$ cat config.mk
export PLATFORM = sky130hd
export DESIGN_NAME = id_queue
export DESIGN_NICKNAME = d
export VERILOG_FILES = /design/src/rtl/id_pkg.sv /design/src/rtl/id_dec.sv /design/src/rtl/id_queue.sv
export SDC_FILE = /design/constraint.sdc
export NUM_CORES = 1
export LEC_CHECK = 0
export ABC_AREA = 1
export CAP_MARGIN = 10
export CELL_PAD_IN_SITES_DETAIL_PLACEMENT = 1
export CELL_PAD_IN_SITES_GLOBAL_PLACEMENT = 2
export CORE_MARGIN = 1
export CORE_UTILIZATION = 25
export DETAILED_ROUTE_END_ITERATION = 7
export PLACE_DENSITY_LB_ADDON = 0.1
export SYNTH_ARGS = -nofsm -noshare
export SYNTH_HDL_FRONTEND = slang
export SYNTH_SLANG_ARGS = --single-unit
$ cat constraint.sdc
create_clock -name clk -period 4.7 [get_ports clk]
set_input_delay 0.705 -clock clk [delete_from_list [all_inputs] [get_ports clk]]
set_output_delay 0.705 -clock clk [all_outputs]
set_load 0.05 [all_outputs]
$ cat src/rtl/id_pkg.sv
// id_pkg -- shared constants and types for the instruction-decode queue.
//
// Holds the RV32I opcode and funct3 encodings, the ALU operation and
// result-select codes driven on the decode outputs, the immediate-format
// enum and its extraction helper, the output-register state enum, and the
// packed control bundle carried from decoder to output register.

package id_pkg;

  // Major opcodes (inst[6:0])
  localparam logic [6:0] OPC_LUI    = 7'b0110111;
  localparam logic [6:0] OPC_AUIPC  = 7'b0010111;
  localparam logic [6:0] OPC_JAL    = 7'b1101111;
  localparam logic [6:0] OPC_JALR   = 7'b1100111;
  localparam logic [6:0] OPC_BRANCH = 7'b1100011;
  localparam logic [6:0] OPC_LOAD   = 7'b0000011;
  localparam logic [6:0] OPC_STORE  = 7'b0100011;
  localparam logic [6:0] OPC_OP_IMM = 7'b0010011;
  localparam logic [6:0] OPC_OP     = 7'b0110011;

  // funct3 encodings
  localparam logic [2:0] F3_BEQ  = 3'd0, F3_BNE  = 3'd1, F3_BLT  = 3'd4;
  localparam logic [2:0] F3_BGE  = 3'd5, F3_BLTU = 3'd6, F3_BGEU = 3'd7;
  localparam logic [2:0] F3_LB   = 3'd0, F3_LH   = 3'd1, F3_LW   = 3'd2;
  localparam logic [2:0] F3_LBU  = 3'd4, F3_LHU  = 3'd5;
  localparam logic [2:0] F3_SB   = 3'd0, F3_SH   = 3'd1, F3_SW   = 3'd2;
  localparam logic [2:0] F3_ADD  = 3'd0, F3_SLL  = 3'd1, F3_SLT  = 3'd2;
  localparam logic [2:0] F3_SLTU = 3'd3, F3_XOR  = 3'd4, F3_SR   = 3'd5;
  localparam logic [2:0] F3_OR   = 3'd6, F3_AND  = 3'd7;

  // ALU operation codes
  localparam logic [7:0] ALU_NOP   = 8'h00;
  localparam logic [7:0] ALU_ADD   = 8'h01, ALU_SUB  = 8'h02, ALU_SLL  = 8'h03;
  localparam logic [7:0] ALU_SLT   = 8'h04, ALU_SLTU = 8'h05, ALU_XOR  = 8'h06;
  localparam logic [7:0] ALU_SRL   = 8'h07, ALU_SRA  = 8'h08, ALU_OR   = 8'h09;
  localparam logic [7:0] ALU_AND   = 8'h0A, ALU_LUI  = 8'h0B, ALU_AUIPC = 8'h0C;
  localparam logic [7:0] ALU_JAL   = 8'h0D, ALU_JALR = 8'h0E;
  localparam logic [7:0] ALU_BEQ   = 8'h10, ALU_BNE  = 8'h11, ALU_BLT  = 8'h14;
  localparam logic [7:0] ALU_BGE   = 8'h15, ALU_BLTU = 8'h16, ALU_BGEU = 8'h17;
  localparam logic [7:0] ALU_LB    = 8'h20, ALU_LH   = 8'h21, ALU_LW   = 8'h22;
  localparam logic [7:0] ALU_LBU   = 8'h24, ALU_LHU  = 8'h25;
  localparam logic [7:0] ALU_SB    = 8'h28, ALU_SH   = 8'h29, ALU_SW   = 8'h2A;

  // Result-select codes
  localparam logic [2:0] SEL_NOP    = 3'd0, SEL_ARITH = 3'd1, SEL_LOGIC = 3'd2;
  localparam logic [2:0] SEL_SHIFT  = 3'd3, SEL_JUMP  = 3'd4, SEL_MEM   = 3'd5;
  localparam logic [2:0] SEL_BRANCH = 3'd6, SEL_UPPER = 3'd7;

  typedef enum logic [2:0] {
    IMM_NONE, IMM_I, IMM_S, IMM_B, IMM_U, IMM_J, IMM_SHAMT
  } imm_fmt_e;

  typedef enum logic {OUT_EMPTY, OUT_HELD} out_state_e;

  typedef struct packed {
    logic [7:0] aluop;
    logic [2:0] alusel;
    logic [4:0] rs1;
    logic [4:0] rs2;
    logic [4:0] rd;
    logic       rs1_read;
    logic       rs2_read;
    logic       wreg;
    logic       illegal;
  } ctrl_t;

  localparam ctrl_t CTRL_NOP = '{aluop: ALU_NOP, alusel: SEL_NOP, default: '0};

  // 32-bit immediate for a given format; callers sign-extend to XLEN.
  function automatic logic [31:0] imm32(imm_fmt_e fmt, logic [31:0] inst);
    case (fmt)
      IMM_I:     return {{20{inst[31]}}, inst[31:20]};
      IMM_S:     return {{20{inst[31]}}, inst[31:25], inst[11:7]};
      IMM_B:     return {{19{inst[31]}}, inst[31], inst[7], inst[30:25], inst[11:8], 1'b0};
      IMM_U:     return {inst[31:12], 12'h000};
      IMM_J:     return {{11{inst[31]}}, inst[31], inst[19:12], inst[20], inst[30:21], 1'b0};
      IMM_SHAMT: return {27'd0, inst[24:20]};
      default:   return 32'd0;
    endcase
  endfunction

endpackage

$ cat src/rtl/id_dec.sv
// id_dec -- purely combinational RV32I decoder.
//
// Ports:
//   pc     in   XLEN  PC of the instruction (passed through as dec_pc)
//   inst   in   32    raw instruction word
//   dec_pc out  XLEN  PC of the decoded instruction
//   ctrl   out  ctrl_t ALU op/select, register addresses, enables, illegal
//   imm    out  XLEN  sign-extended immediate
//
// Register address fields pass through from the instruction bits for legal
// instructions; the read/write enables say which ones matter. Illegal
// encodings collapse to the NOP bundle with only the illegal flag set.

module id_dec
  import id_pkg::*;
#(
  parameter int XLEN = 32
) (
  input  logic [XLEN-1:0] pc,
  input  logic [31:0]     inst,
  output logic [XLEN-1:0] dec_pc,
  output ctrl_t           ctrl,
  output logic [XLEN-1:0] imm
);

  logic [2:0] funct3;
  imm_fmt_e   fmt;
  logic       legal;

  assign funct3 = inst[14:12];
  assign dec_pc = pc;

  // NOTE: every signal written here gets a default first so no path leaves
  // it unassigned; otherwise synthesis infers a latch.
  always_comb begin
    ctrl     = CTRL_NOP;
    fmt      = IMM_NONE;
    legal    = 1'b1;
    ctrl.rs1 = inst[19:15];
    ctrl.rs2 = inst[24:20];
    ctrl.rd  = inst[11:7];
    case (inst[6:0])
      OPC_LUI, OPC_AUIPC: begin
        ctrl.aluop  = (inst[6:0] == OPC_LUI) ? ALU_LUI : ALU_AUIPC;
        ctrl.alusel = SEL_UPPER;
        ctrl.wreg   = 1'b1;
        fmt         = IMM_U;
      end
      OPC_JAL: begin
        ctrl.aluop  = ALU_JAL;
        ctrl.alusel = SEL_JUMP;
        ctrl.wreg   = 1'b1;
        fmt         = IMM_J;
      end
      OPC_JALR: begin
        legal         = (funct3 == 3'b000);
        ctrl.aluop    = ALU_JALR;
        ctrl.alusel   = SEL_JUMP;
        ctrl.rs1_read = 1'b1;
        ctrl.wreg     = 1'b1;
        fmt           = IMM_I;
      end
      OPC_BRANCH: begin
        ctrl.alusel   = SEL_BRANCH;
        ctrl.rs1_read = 1'b1;
        ctrl.rs2_read = 1'b1;
        fmt           = IMM_B;
        case (funct3)
          F3_BEQ:  ctrl.aluop = ALU_BEQ;
          F3_BNE:  ctrl.aluop = ALU_BNE;
          F3_BLT:  ctrl.aluop = ALU_BLT;
          F3_BGE:  ctrl.aluop = ALU_BGE;
          F3_BLTU: ctrl.aluop = ALU_BLTU;
          F3_BGEU: ctrl.aluop = ALU_BGEU;
          default: legal = 1'b0;
        endcase
      end
      OPC_LOAD: begin
        ctrl.alusel   = SEL_MEM;
        ctrl.rs1_read = 1'b1;
        ctrl.wreg     = 1'b1;
        fmt           = IMM_I;
        case (funct3)
          F3_LB:   ctrl.aluop = ALU_LB;
          F3_LH:   ctrl.aluop = ALU_LH;
          F3_LW:   ctrl.aluop = ALU_LW;
          F3_LBU:  ctrl.aluop = ALU_LBU;
          F3_LHU:  ctrl.aluop = ALU_LHU;
          default: legal = 1'b0;
        endcase
      end
      OPC_STORE: begin
        ctrl.alusel   = SEL_MEM;
        ctrl.rs1_read = 1'b1;
        ctrl.rs2_read = 1'b1;
        fmt           = IMM_S;
        case (funct3)
          F3_SB:   ctrl.aluop = ALU_SB;
          F3_SH:   ctrl.aluop = ALU_SH;
          F3_SW:   ctrl.aluop = ALU_SW;
          default: legal = 1'b0;
        endcase
      end
      OPC_OP_IMM, OPC_OP: begin
        ctrl.rs1_read = 1'b1;
        ctrl.wreg     = 1'b1;
        if (inst[6:0] == OPC_OP) begin
          ctrl.rs2_read = 1'b1;
        end else begin
          // Shift-immediates carry a 5-bit shamt, never sign-extended.
          fmt = (funct3 == F3_SLL || funct3 == F3_SR) ? IMM_SHAMT : IMM_I;
        end
        case (funct3)
          F3_ADD: begin
            // inst[30] means SUB only for register-register; for ADDI it is
            // just an immediate bit.
            ctrl.aluop  = (inst[6:0] == OPC_OP && inst[30]) ? ALU_SUB : ALU_ADD;
            ctrl.alusel = SEL_ARITH;
          end
          F3_SLL:  begin ctrl.aluop = ALU_SLL;  ctrl.alusel = SEL_SHIFT; end
          F3_SLT:  begin ctrl.aluop = ALU_SLT;  ctrl.alusel = SEL_ARITH; end
          F3_SLTU: begin ctrl.aluop = ALU_SLTU; ctrl.alusel = SEL_ARITH; end
          F3_XOR:  begin ctrl.aluop = ALU_XOR;  ctrl.alusel = SEL_LOGIC; end
          F3_SR: begin
            ctrl.aluop  = inst[30] ? ALU_SRA : ALU_SRL;
            ctrl.alusel = SEL_SHIFT;
          end
          F3_OR:   begin ctrl.aluop = ALU_OR;   ctrl.alusel = SEL_LOGIC; end
          default: begin ctrl.aluop = ALU_AND;  ctrl.alusel = SEL_LOGIC; end
        endcase
      end
      default: legal = 1'b0;
    endcase

    if (!legal) begin
      ctrl         = CTRL_NOP;
      ctrl.illegal = 1'b1;
      fmt          = IMM_NONE;
    end
    // Writes to x0 are architecturally discarded; suppress them here.
    if (ctrl.rd == 5'd0) ctrl.wreg = 1'b0;
  end

  assign imm = XLEN'($signed(imm32(fmt, inst)));

endmodule

$ cat src/rtl/id_queue.sv
// id_queue -- instruction queue with a decoded output register.
//
// A DEPTH-entry circular FIFO of {pc, inst} feeds one output register that
// holds the decoded fields of the oldest instruction. Valid/ready on both
// sides; flush_i empties FIFO and output register on the next edge.
//
// Ports:
//   clk, rst (sync, active-high)
//   in_valid_i / in_ready_o / in_pc_i / in_inst_i    fetch side
//   flush_i                                          discard everything
//   out_valid_o / out_ready_i / out_pc_o             execute side
//   out_aluop_o, out_alusel_o, out_rs1_o, out_rs2_o, out_rd_o,
//   out_rs1_read_o, out_rs2_read_o, out_wreg_o, out_imm_o, out_illegal_o
//   count_o                                          FIFO occupancy
//
// Build option: define ID_QUEUE_BYPASS_EN to let a push into an empty FIFO
// load the output register directly (one-edge latency, FIFO untouched).

module id_queue
  import id_pkg::*;
#(
  parameter int DEPTH = 4,
  parameter int XLEN  = 32
) (
  input  logic                       clk,
  input  logic                       rst,
  input  logic                       in_valid_i,
  output logic                       in_ready_o,
  input  logic [XLEN-1:0]            in_pc_i,
  input  logic [31:0]                in_inst_i,
  input  logic                       flush_i,
  output logic                       out_valid_o,
  input  logic                       out_ready_i,
  output logic [XLEN-1:0]            out_pc_o,
  output logic [7:0]                 out_aluop_o,
  output logic [2:0]                 out_alusel_o,
  output logic [4:0]                 out_rs1_o,
  output logic [4:0]                 out_rs2_o,
  output logic [4:0]                 out_rd_o,
  output logic                       out_rs1_read_o,
  output logic                       out_rs2_read_o,
  output logic                       out_wreg_o,
  output logic [XLEN-1:0]            out_imm_o,
  output logic                       out_illegal_o,
  output logic [$clog2(DEPTH+1)-1:0] count_o
);

  localparam int AW = $clog2(DEPTH);
  localparam int CW = $clog2(DEPTH+1);

  logic [XLEN-1:0] pc_mem   [DEPTH];
  logic [31:0]     inst_mem [DEPTH];
  logic [AW-1:0]   wr_ptr, rd_ptr;
  logic [CW-1:0]   count;
  out_state_e      state;

  logic [XLEN-1:0] pc_q, imm_q;
  ctrl_t           ctrl_q;

  logic            push, pop, can_load, fifo_wr, fifo_rd, load_bypass;
  logic [XLEN-1:0] head_pc, head_imm, nxt_pc, nxt_imm;
  ctrl_t           head_ctrl, nxt_ctrl;

  assign in_ready_o  = (count < CW'(DEPTH));
  assign out_valid_o = (state == OUT_HELD);
  assign push        = in_valid_i && in_ready_o;
  assign pop         = out_valid_o && out_ready_i;
  // Output register can take a new instruction this edge.
  assign can_load    = !out_valid_o || pop;
  assign fifo_rd     = can_load && (count != '0);
  assign fifo_wr     = push && !load_bypass;

  id_dec #(.XLEN(XLEN)) u_dec_head (
    .pc     (pc_mem[rd_ptr]),
    .inst   (inst_mem[rd_ptr]),
    .dec_pc (head_pc),
    .ctrl   (head_ctrl),
    .imm    (head_imm)
  );

`ifdef ID_QUEUE_BYPASS_EN
  logic [XLEN-1:0] in_dec_pc, in_dec_imm;
  ctrl_t           in_dec_ctrl;

  id_dec #(.XLEN(XLEN)) u_dec_in (
    .pc     (in_pc_i),
    .inst   (in_inst_i),
    .dec_pc (in_dec_pc),
    .ctrl   (in_dec_ctrl),
    .imm    (in_dec_imm)
  );

  assign load_bypass = push && (count == '0) && can_load;
  assign nxt_pc      = load_bypass ? in_dec_pc   : head_pc;
  assign nxt_imm     = load_bypass ? in_dec_imm  : head_imm;
  assign nxt_ctrl    = load_bypass ? in_dec_ctrl : head_ctrl;
`else
  assign load_bypass = 1'b0;
  assign nxt_pc      = head_pc;
  assign nxt_imm     = head_imm;
  assign nxt_ctrl    = head_ctrl;
`endif

  // NOTE: FIFO storage has no reset; entries are only read behind the
  // pointers and count, which are reset, so clearing the array buys nothing.
  always_ff @(posedge clk) begin
    if (fifo_wr) begin
      pc_mem[wr_ptr]   <= in_pc_i;
      inst_mem[wr_ptr] <= in_inst_i;
    end
  end

  // NOTE: non-blocking assignments so every register samples pre-edge values
  // regardless of statement order.
  always_ff @(posedge clk) begin
    if (rst || flush_i) begin
      wr_ptr <= '0;
      rd_ptr <= '0;
      count  <= '0;
      state  <= OUT_EMPTY;
      pc_q   <= '0;
      imm_q  <= '0;
      ctrl_q <= CTRL_NOP;
    end else begin
      if (fifo_wr) wr_ptr <= wr_ptr + AW'(1);
      if (fifo_rd) rd_ptr <= rd_ptr + AW'(1);
      count <= count + CW'(fifo_wr) - CW'(fifo_rd);
      if (fifo_rd || load_bypass) begin
        state  <= OUT_HELD;
        pc_q   <= nxt_pc;
        imm_q  <= nxt_imm;
        ctrl_q <= nxt_ctrl;
      end else if (pop) begin
        state <= OUT_EMPTY;
      end
    end
  end

  assign count_o        = count;
  assign out_pc_o       = pc_q;
  assign out_imm_o      = imm_q;
  assign out_aluop_o    = ctrl_q.aluop;
  assign out_alusel_o   = ctrl_q.alusel;
  assign out_rs1_o      = ctrl_q.rs1;
  assign out_rs2_o      = ctrl_q.rs2;
  assign out_rd_o       = ctrl_q.rd;
  assign out_rs1_read_o = ctrl_q.rs1_read;
  assign out_rs2_read_o = ctrl_q.rs2_read;
  assign out_wreg_o     = ctrl_q.wreg;
  assign out_illegal_o  = ctrl_q.illegal;

endmodule

; Yosys cells after proc, flatten, opt, wreduce, memory -nomap -nowiden
; Memory sizes are Yosys's and may differ from the RTL's. A register that Yosys moved wholly into a read port is not among the register bits.
; Index checks and enable logic that the tools add are counted.
[totals]
mem_bits_rw = 256
reg_bits = 70
input_bits = 69
output_inout_bits = 99
word_cells = 94
memories = 2
[op_classes]
n_addsub = 4
n_mux = 29
n_eq_ne = 22
order_cmp = 1
reduce_logical = 22
[mem_list]
columns = name, depth, word_bits, rd, rd_ports_with_merged_regs, write_ports, line
row1 = inst_mem, 4, 32, 1, 1, 1, id_queue.sv:52  ; logic [31:0] inst_mem [DEPTH];
row2 = pc_mem, 4, 32, 1, 1, 1, id_queue.sv:51  ; logic [XLEN-1:0] pc_mem [DEPTH];
[op_table]
columns = cell, n
row1 = one-hot mux 32 bit (6 select lines), 1
row2 = one-hot mux 11 bit (7 select lines), 2
row3 = two-way mux 30 bit, 1
row4 = one-hot mux 5 bit (6 select lines), 1
row5 = one-hot mux 6 bit (5 select lines), 1
row6 = "equality test 3 bit, second input constant", 7
row7 = "equality test 7 x 6 -> 1 bit, second input constant", 3
row8 = "equality test 7 bit, second input constant", 3
row9 = one-hot mux 3 bit (6 select lines), 1
row10 = one-hot mux 6 bit (3 select lines), 1
row11 = "equality test 7 x 5 -> 1 bit, second input constant", 2
row12 = "equality test 3 x 2 -> 1 bit, second input constant", 4
row13 = two-way mux 3 bit, 4
row14 = OR reduction 6 bit, 2
row15 = two-way mux 1 bit, 11
row16 = OR reduction 5 bit, 2
row17 = OR reduction 2 bit, 4
row18 = "equality test 7 x 2 -> 1 bit, second input constant", 1
row19 = OR reduction 7 bit, 1
row20 = "equality test 3 x 1 -> 1 bit, second input constant", 2
row21 = two-way mux 2 bit, 3
row22 = zero test 5 bit, 1
row23 = one-hot mux 1 bit (5 select lines), 1
row24 = "adder 2 x 1 -> 2 bit, second input constant", 2
row25 = other kinds (12), 17

; Depth between registers and ports, before layout
[depth]
depth_word = 8
depth_mapped = 19

; By module
; From an unflattened synthesis, not the netlist that was laid out.
[hier_totals]
cells_unflattened = 1488
area_unflattened_um2 = 15293.4
[modules_own_cells]
columns = mod, area_per_inst_um2, seq_area_each_um2, cells_per_inst, instances
row1 = id_queue, 13764.5, 9769.4, 1197, 1
row2 = id_dec, 1529.0, 0.0, 291, 1

; Least setup slack after synthesis
; No wires, ideal clock.
[synth_path]
path_kind = register -> register
startpoint = reg count[2] (netlist: count_o[2])
endpoint = mem inst_mem[0][0] (enable)
setup_time_ns = 0.487
synth_period_minus_slack_ns = 4.384
setup_slack_ns = 0.316
arrival_ns = 3.897
stages_incl_launch_ff = 4
cell_sequence = dfxtp_1 -> inv_1 -> nand2_1 -> nor2_1
[synth_via]
elab_chain_len = 4
[synth_rtl]
columns = item, line
row1 = "start, declared", id_queue.sv:54  ; logic [CW-1:0] count;
row2 = "start signal, assigned", id_queue.sv:127  ; count <= count + CW'(fifo_wr) - CW'(fifo_rd);
row3 = < comparator 3 bit, id_queue.sv:64  ; assign in_ready_o = (count < CW'(DEPTH));
row4 = named net in_ready_o, id_queue.sv:28  ; output logic in_ready_o,
row5 = logical AND 1 bit, id_queue.sv:66  ; assign push = in_valid_i && in_ready_o;
row6 = two-way mux 1 bit, id_queue.sv:107  ; if (fifo_wr) begin
row7 = two-way mux 1 bit (implied by the code), id_queue.sv:109  ; inst_mem[wr_ptr] <= in_inst_i;
row8 = "end, declared", id_queue.sv:52
; The timed path passes the listed nets, and every way through them passes these cells.

==> qor.txt <==
XOR/XNOR Fraction of Synth Area - 0.0610%
DIE AREA - 58400 um^2
Largest net degree at the start of global routing - 68
Vias per inst - 4.41
Setup CP Type - flop to flop
Clock power share - 37.8%
Critical path required time - 5.18 ns
Final ANT Viol Nets - 0
Power, Total - 0.00888 W
CORE AREA - 56600 um^2
P_int - 0.00610 W
Worst Setup EP - out_rs2_o[2]
Clock latency on the worst-skew pair - 0.57 ns
Share of total power in sequential cells - 42.0%
Crit Path Max Fanout - 32
Drt initial violations - 335
Switch Pwr - 0.00278 W
Post-synthesis mux area share - 0%
Port buffer count - 165
Via count - 9947
Complex-gate fraction of the synthesized area - 11.2%
Hold/Removal Path Class - flop to flop
Worst setup SP type - flop
Largest family of logic cells by synthesized area - simple AND/OR/NAND/NOR gates
Register area share after synthesis - 67.8%
GRT Total Usage - 14.6%
Final setup viols - 0
Synth cell types - 42
Final GP Congestion - 0.768
DR WL/cell - 19.0 um
Clock root cell - clkbuf_16
Inst Count DP - 2173
CTS Buf Count - 44
Core Rows - 87
Initial antenna violation count - 3
Worst slew margin - 38.2%
PwrDens - 486 nW/um^2
Simple-Gate Fraction of Synth Area - 16.4%
Filler cell count - 6233
Post-CTS setup buffers - 0
Reg-to-reg endpoint - out_rs2_o[2]
Final Critical Period - 3.26 ns
Status - complete, no violations
Sw Ratio - 31.3%
RSZ-0062 raised after global routing - false
WL final - 42.8 mm
Post-synthesis register bit count - 358
CTS tree - yes
Slew of the pin with the lowest slew margin - 0.927 ns
R2R cell count - 13
Area share of fa/ha/maj cells after synthesis - 0.663%
Maxcap violations - 0
Period utilization - 69.4%
Nets - 1539
Gate power share - 20.3%
I/O pins - 168
Worst EP arrival - 3.74 ns
Vias in the first global route - 10410
Fraction of layout cells with a size suffix above 1 - 12.3%
Area growth, synth to finish - 27.2%
Ys Warns - 0
Fin cells - 2254
TNS Setup - 0 ns
Chip width - 242 um
Max Clk Rate - 307 MHz
Clock sinks - 358
Fin. Hold Viols - 0
Clock Path Buffers - 3
Peak VDD IR - 0.271 mV
Htree depth - 2
Post_cts resized - 0
Pre-antenna DRT Iters - 4
Slew Viols, Final - 0
Endpoint type of the worst setup path - flop
DR DRC count - 0
Clock slew seen by the registers of the worst setup and hold paths - 0.06 ns
Post-Route Skew - 0.0133 ns
Hold Buf Count CTS - 0
Cell count after synthesis - 1302
Avg Cell Area, Syn - 11.0 um^2
Detailed Place HPWL - 27.0 mm
Initial core utilization - 25.4%
Area of the mapped netlist - 14400 um^2
Static Leakage - 6.35 nW
R2r setup slk - 1.44 ns
N_diodes - 0
First-pass GRT wire length - 64.9 mm
Die Height - 242 um
Grt total ovfl - 0
## per-stage QoR
step | setup WS, ns | cell area (um^2) | utilization (%) | hold slack [ns]
after CTS | 1.35 | 18300 | 32.3 | 0.467
after global placement | 1.46 | 16800 | 29.7 | 0.456
after detailed placement | 1.37 | 16800 | 29.7 | 0.458
after floorplan | 0.316 | 14400 | - | 0.490
final | 1.44 | 18300 | 32.3 | 0.462
after global routing | 1.03 | 18300 | 32.3 | 0.482
## synth_stat cells, drive strengths merged
cell     number  area [um^2]
dfxtp       102         2040
xnor2         1         8.76
edfxtp      256         7690
o41ai         1         8.76
o22ai        17          106
o21ai       155          776
a21oi        74          419
fa            1         20.0
o211ai        3         22.5
nand2       265         1190
o2111ai       1         8.76
ha            6         75.1
nand3b        1         7.51
nor2        195          796
or2          12         75.1
clkbuf       50          188
a32oi         6         52.6
a31oi        32          200
nor3          2         10.0
nand3        41          233
conb          1         3.75
nand4         7         43.8
and2          1         6.26
buf          25          185
o221a         1         11.3
o21bai        1         7.51
inv          45          169
## worst min path at each step
stage / startpoint / end / slack [ns] / cells past startpoint
floorplan: wr_ptr[1] / wr_ptr[1] / 0.49 / 2
global placement: out_aluop_o[3] / out_aluop_o[3] / 0.46 / 2
detailed placement: out_imm_o[17] / out_imm_o[17] / 0.46 / 2
CTS: out_imm_o[17] / out_imm_o[17] / 0.47 / 2
global route: out_imm_o[0] / out_imm_o[0] / 0.48 / 2
finish: out_imm_o[17] / out_imm_o[17] / 0.46 / 2
## logic make-up after synthesis
logic type | Yosys count
and+or+nand+nor | 524
DFF | 358
AOI/OAI and AO/OA | 291
buffers and inverters | 120
adders and majority gates | 7
xor gates and xnor gates | 1
other | 1
## power groups by stage
stage                     sequential (W)  combinational, W  clock (W)
after global placement           0.00380           0.00187          0
final                            0.00373           0.00180    0.00335
after global routing             0.00375           0.00199    0.00359
after detailed placement         0.00380           0.00187          0
after floorplan                  0.00402          0.000931          0
after CTS                        0.00373           0.00188    0.00347
## flip-flops by register name, summed over array words and instances (netlist names), 3 cells and up, named ones only
signal        count
count_o           3
inst_mem        128
out_aluop_o       6
out_alusel_o      3
out_imm_o        32
out_pc_o         32
out_rd_o          5
out_rs1_o         5
out_rs2_o         5
pc_mem          128
## metal layers
layer	share of wire (%)	routed length (um)	up-vias	track usage, %
met3	4.7	2000	67	3.23
met4	2.0	856	6	3.95
met2	48	20400	179	24.4
met1	46	19500	4846	19.0
met5	0.094	40	-	0
li1	-	-	4849	-
## worst max-delay path, stage by stage, from the launching register on
cell	delay [ns]
dfxtp_2	0.72
inv_2	0.39
nand2_1	0.18
nand3_1	0.08
nand2_1	0.13
nand2_2	0.07
nor2_4	0.26
nand2_1	0.20
nand3_2	0.15
nor2_4	0.07
a21oi_4	0.44
buf_4	0.25
nand2_1	0.07
a21oi_1	0.15
## cell type report
| class | instances | area (um^2) | share of cell area, % |
|---|---|---|---|
| repair buffers | 189 | 1840 | 10.1 |
| clock buffers | 69 | 1320 | 7.22 |
| multi-input cells | 825 | 4130 | 22.6 |
| inverters | 45 | 169 | 0.925 |
| clock inverters | 12 | 116 | 0.637 |
| well taps | 756 | 946 | 5.18 |
| flip-flops and latches | 358 | 9730 | 53.3 |
## cells in the final DEF, fill, tap and decap left out, drive strengths merged, types with 17 or more instances in the layout
cell type / netlist / final
a21oi: 74 / 74
a31oi: 32 / 32
buf: 25 / 24
clkbuf: 50 / 69
clkdlybuf4s50: 0 / 165
dfxtp: 102 / 102
edfxtp: 256 / 256
inv: 45 / 45
nand2: 265 / 265
nand3: 41 / 41
nor2: 195 / 195
o21ai: 155 / 155
o22ai: 17 / 17
Power figures use the tool's default switching activity.
